$ cat config.mk
export PLATFORM = sky130hd
export DESIGN_NAME = seg7_scan_capture
export DESIGN_NICKNAME = d
export VERILOG_FILES = /design/src/rtl/seg7_scan_capture.sv
export SDC_FILE = /design/constraint.sdc
export NUM_CORES = 1
export LEC_CHECK = 0
export CORE_MARGIN = 1.5
export CORE_UTILIZATION = 30
export CTS_CLUSTER_DIAMETER = 40
export DETAILED_ROUTE_END_ITERATION = 6
export PLACE_DENSITY_LB_ADDON = 0.12
export RECOVER_POWER = 100
export SYNTH_ARGS = -nofsm -noshare
export SYNTH_HDL_FRONTEND = slang
export SYNTH_SLANG_ARGS = --single-unit
$ cat constraint.sdc
create_clock -name clk -period 2.2 [get_ports clk]
set_input_delay 0.55 -clock clk [delete_from_list [all_inputs] [get_ports clk]]
set_output_delay 0.55 -clock clk [all_outputs]
set_load 0.03 [all_outputs]
$ cat src/rtl/seg7_scan_capture.sv
// Receive-side decoder for a multiplexed 4-digit seven-segment scan: filters
// scan transients, decodes glyphs back to hex and reassembles the 16-bit value.
module seg7_scan_capture #(
    parameter int STABLE_CYCLES = 4,
    parameter int CNT_W         = 8
) (
    input  logic        clk,
    input  logic        rst_n,
    input  logic [3:0]  an,
    input  logic [7:0]  segment,
    input  logic        clear,
    output logic [15:0] digits,
    output logic [3:0]  dp,
    output logic [3:0]  seen,
    output logic        frame_valid,
    output logic [15:0] frame_value,
    output logic        bad_pattern
);

    localparam logic [CNT_W-1:0] CNT_MAX = CNT_W'(STABLE_CYCLES - 1);

    logic [11:0]      sync1_q, s2_q, s2_prev_q;
    logic [CNT_W-1:0] cnt_q;
    logic             accepted_q;

    logic [15:0] digits_q, digits_d;
    logic [3:0]  dp_q, dp_d;
    logic [3:0]  seen_q, seen_d;
    logic        frame_valid_q, frame_valid_d;
    logic [15:0] frame_value_q, frame_value_d;
    logic        bad_q, bad_d;

    logic       same, accept, one_low, glyph_ok, hit;
    logic [1:0] sel;
    logic [3:0] nibble;

    // Active-high gfedcba pattern to hex nibble; bit 4 flags a legal glyph.
    function automatic logic [4:0] glyph_to_nibble(input logic [6:0] g);
        case (g)
            7'h3F: return 5'h10;
            7'h06: return 5'h11;
            7'h5B: return 5'h12;
            7'h4F: return 5'h13;
            7'h66: return 5'h14;
            7'h6D: return 5'h15;
            7'h7D: return 5'h16;
            7'h07: return 5'h17;
            7'h7F: return 5'h18;
            7'h6F: return 5'h19;
            7'h77: return 5'h1A;
            7'h7C: return 5'h1B;
            7'h39: return 5'h1C;
            7'h5E: return 5'h1D;
            7'h79: return 5'h1E;
            7'h71: return 5'h1F;
            default: return 5'h00;
        endcase
    endfunction

    assign same   = (s2_q == s2_prev_q);
    assign accept = same && (cnt_q == CNT_MAX) && !accepted_q;

    // NOTE: sequential state uses non-blocking assignments so every flop samples
    // the pre-edge values; async reset sits in the sensitivity list.
    always_ff @(posedge clk or negedge rst_n) begin
        if (!rst_n) begin
            sync1_q    <= '0;
            s2_q       <= '0;
            s2_prev_q  <= '0;
            cnt_q      <= '0;
            accepted_q <= 1'b0;
        end else begin
            sync1_q   <= {an, segment};
            s2_q      <= sync1_q;
            s2_prev_q <= s2_q;
            if (!same) begin
                cnt_q      <= '0;
                accepted_q <= 1'b0;
            end else begin
                if (cnt_q < CNT_MAX) cnt_q <= cnt_q + CNT_W'(1);
                if (accept) accepted_q <= 1'b1;
            end
        end
    end

    always_comb begin
        one_low = 1'b1;
        sel     = 2'd0;
        case (s2_q[11:8])
            4'b1110: sel = 2'd0;
            4'b1101: sel = 2'd1;
            4'b1011: sel = 2'd2;
            4'b0111: sel = 2'd3;
            default: one_low = 1'b0;
        endcase
        {glyph_ok, nibble} = glyph_to_nibble(~s2_q[6:0]);
        hit = accept && one_low && glyph_ok;
    end

    // NOTE: every next-state signal gets its hold value first, so no path
    // through this block can infer a latch.
    always_comb begin
        digits_d      = digits_q;
        dp_d          = dp_q;
        seen_d        = seen_q;
        frame_valid_d = 1'b0;
        frame_value_d = frame_value_q;
        bad_d         = bad_q;

        if (hit) begin
            digits_d[{sel, 2'b00} +: 4] = nibble;
            dp_d[sel]                   = ~s2_q[7];
        end
        if (accept && one_low && !glyph_ok) bad_d = 1'b1;

        // clear wins over frame tracking, but the digit/dp update still lands.
        if (clear) begin
            seen_d = 4'h0;
            bad_d  = 1'b0;
        end else if (hit) begin
            seen_d[sel] = 1'b1;
            if (seen_d == 4'hF) begin
                frame_valid_d = 1'b1;
                frame_value_d = digits_d;
                seen_d        = 4'h0;
            end
        end
    end

    always_ff @(posedge clk or negedge rst_n) begin
        if (!rst_n) begin
            digits_q      <= '0;
            dp_q          <= '0;
            seen_q        <= '0;
            frame_valid_q <= 1'b0;
            frame_value_q <= '0;
            bad_q         <= 1'b0;
        end else begin
            digits_q      <= digits_d;
            dp_q          <= dp_d;
            seen_q        <= seen_d;
            frame_valid_q <= frame_valid_d;
            frame_value_q <= frame_value_d;
            bad_q         <= bad_d;
        end
    end

    assign digits      = digits_q;
    assign dp          = dp_q;
    assign seen        = seen_q;
    assign frame_valid = frame_valid_q;
    assign frame_value = frame_value_q;
    assign bad_pattern = bad_q;

endmodule

==> flow_metrics.tcl <==
set metrics [dict create \
    clkSlewWorstSetupHoldPaths_ns 0.06 \
    grt_util_met1 0.1906 \
    post_drt_via_cell_ratio 4.649 \
    powerDensity_nw_per_um2 641.6 \
    timing.final.ws_setup_ns -0.08490 \
    die_area_um2 13310 \
    reg2reg_to "frame_value[12]" \
    holdCritPathClass "reg2reg" \
    dr.pass1.iters 5 \
    leakagePower_nw 2.400 \
    core_region_area_um2 12160 \
    cts_max_level 3 \
    whs_ns 0.3467 \
    cts-root-buf "clkbuf_16" \
    cts_tree "done" \
    period_share 1.039 \
    yosys_register_bits 87 \
    max_clock_freq_mhz 437.7 \
    r2r_slack_ns -0.08 \
    crit_path_top_delay_cell "dfrtp_2" \
    grt_setup_unrepaired "true" \
    drc 0 \
    finalWirelength_um 8797 \
    synth_edf_count 0 \
    grt_use_met2 0.2091 \
    start_util 0.3114 \
    numPortBuffers 56 \
    detail-route-antenna-nets 0 \
    slew_headroom 0.2733 \
    gr-max-usage-layer "met2" \
    crit_fanout 8 \
    place_area_um2 4901 \
    hold_path_startpoint "sync1_q[3]" \
    drv_cap 0 \
    via_count 2808 \
    report.final.setup_viol 16 \
    fin_util 0.4547 \
    crit_buf_inv 2 \
    antenna_cells 0 \
    ios 57 \
    grt_pass1_vias 2666 \
    min_path_cells 0 \
    insertion_delay_ns 0.34 \
    rows 40 \
    grt_overflow 0 \
    crit_path_end_kind "register" \
    synth_ff_type "dfrtp_1" \
    reg2reg_from "s2_q[9]" \
    syn-num-nets 333 \
    violations "setup timing" \
    wire_per_inst_um 14.56 \
    critPathKind "reg2reg" \
    clock_path_buffers 2 \
    synth_cells 310 \
    netlist_area_um2 3787 \
    groute.usage.overall 0.1394 \
    cts.sinks 87 \
    status "finished with violations" \
    met3_usage 0.03743 \
    path_cells "buf_6 -> xnor2_4 -> nand4_1 -> nor3_4 -> o211ai_4 -> or3_4 -> buf_12 -> mux2_4" \
    ys_types 48 \
    required_ns 2.42 \
    min_to "s2_q[3]" \
    gp_congestion 0.8373 \
    die_h_um 115.4 \
    final_max_slew_viol_count 0 \
    final_nets 454 \
    drtIter0Drc 143 \
    ys.warnings.count 0 \
    grt_max_degree 42 \
    tightest_slew_ns 1.090 \
    vdd_drop_max_mv 0.4156 \
    fin_area_um2 5530 \
    areaGrowthSynthToFinish_pct 46.02 \
    preCtsSetupSlack_ns -0.2835 \
    cts_hold_buf 0 \
    crit_path_max_incr_delay_ns 0.44 \
    startpoint_type "register" \
    drive_above_1_share 0.3028 \
    cp_top_family "simple AND/OR/NAND/NOR gates" \
    post-route-min-period_ns 2.285 \
    syn_avg_cell_area_um2 12.22 \
    r2r_cells 8 \
    grt_antenna_before_repair 0 \
    cts_buffers 9 \
    hpwl_um 6049 \
    grt_pass1_wl_um 13990 \
    crit_arrival_ns 2.51 \
    async_reset_ff_frac 1.000 \
    fillCellCount 1130 \
    finalClockSkew_ns 0.008190 \
    die_w_um 115.4 \
    hold_viol 0 \
    ys_seq_area_frac 0.5748 \
]
-- final cells by class --
| cell class | count | area (µm²) | share of cell area |
|---|---|---|---|
| clock buffers | 11 | 232.7 | 0.04208 |
| clock inverters | 5 | 82.58 | 0.01493 |
| inverters | 10 | 37.54 | 0.006787 |
| multi-input cells | 200 | 1643 | 0.2971 |
| flip-flops and latches | 87 | 2186 | 0.3952 |
| well taps | 168 | 210.2 | 0.03801 |
| repair buffers | 123 | 1139 | 0.2059 |
-- metrics by stage --
step,TNS (ns),cells,power (mW)
5_1_grt,-2.886,604,3.704
2_1_floorplan,-1.376,310,1.793
3_3_place_gp,-4.396,573,1.924
3_5_place_dp,-5.046,573,1.927
4_1_cts,-1.142,596,3.586
6_report,-1.146,604,3.548
-- worst max path at each step --
| stage | slack (ns) | startpoint | depth (start not counted) | end |
|---|---|---|---|---|
| 2_1_floorplan | -0.14 | s2_q[3] | 9 | frame_value[10] |
| 3_3_place_gp | -0.26 | s2_q[4] | 7 | frame_value[4] |
| 3_5_place_dp | -0.28 | s2_q[4] | 7 | frame_value[6] |
| 4_1_cts | -0.08 | s2_q[11] | 9 | frame_value[13] |
| 5_1_grt | -0.19 | s2_q[9] | 8 | frame_value[12] |
| 6_report | -0.08 | s2_q[9] | 8 | frame_value[12] |
-- timing repair --
action / CTS / global route
setup endpoints to repair: 35 / 36
pin swaps: 9 / 7
gates cloned: 1 / 1
resized for setup: 31 / 13
buffers inserted: 6 / 7
-- layout by cell type, fill, tap and decap left out, types with 3 or more instances in the layout --
cell type,n
inv_1,8
buf_4,53
mux2_4,10
nor3_1,10
nor3_4,3
nand4_1,8
buf_6,5
clkdlybuf4s50_1,53
dfrtp_1,80
mux2_2,6
clkbuf_16,10
o21a_1,4
buf_12,3
xnor2_2,6
and4b_1,3
and2_1,8
ha_1,5
dfrtp_2,7
o21ai_0,33
clkbuf_1,5
xnor2_1,8
nand2_1,11
o2bb2ai_1,16
o31ai_1,4
a211oi_1,4
nand3_2,5
nor2b_1,4
nor2_1,14
-- power breakdown --
| part | total [mW] | switching [mW] | internal (mW) |
|---|---|---|---|
| clock network | 1.62 | 0.618 | 0.997 |
| logic | 0.269 | 0.133 | 0.135 |
| registers | 1.66 | 0.0291 | 1.63 |
-- Yosys cell counts, drive strengths merged (2+ instances only) --
cell type	n	area [µm²]
nand3b	2	15.01
mux2	16	217.7
inv	10	37.54
nand3	7	35.03
dfrtp	87	2177
and4b	3	30.03
a211oi	4	30.03
or3	2	12.51
o31ai	4	30.03
clkbuf	4	15.01
and2	8	50.05
buf	9	81.33
ha	8	100.1
a21oi	2	10.01
nand4b	2	17.52
a21boi	2	15.01
nor4	4	31.28
nand2	11	41.29
xnor2	15	138.9
nor3	13	81.33
xor2	3	26.28
nor2b	4	25.02
o2bb2ai	16	140.1
and3	2	12.51
nor2	14	52.55
o21a	4	30.03
o21ai	34	170.2
nand4	8	50.05
-- kinds of logic after synthesis --
group / after synthesis / synth area share
AO/OA/AOI/OAI: 73 / 0.1312
XOR/XNOR: 18 / 0.04361
adder cells (fa/ha/maj): 8 / 0.02643
buffers and inverters: 23 / 0.03535
flip-flops: 87 / 0.5748
multiplexers: 17 / 0.06012
AND/OR/NAND/NOR: 84 / 0.1285
-- registers in the layout, summed over array words and instances, names as in the netlist --
signal       flops
frame_value     16
seen             4
accepted_q       1
sync1_q         12
s2_q            12
bad_pattern      1
s2_prev_q       12
cnt_q            8
digits          16
frame_valid      1
dp               4
-- layer usage --
layer	up-vias	wire length [µm]
li1	1359	-
met1	1386	4238
met2	52	4053
met3	11	340
met4	0	165
met5	-	0
(Power assumes the default switching activity.)
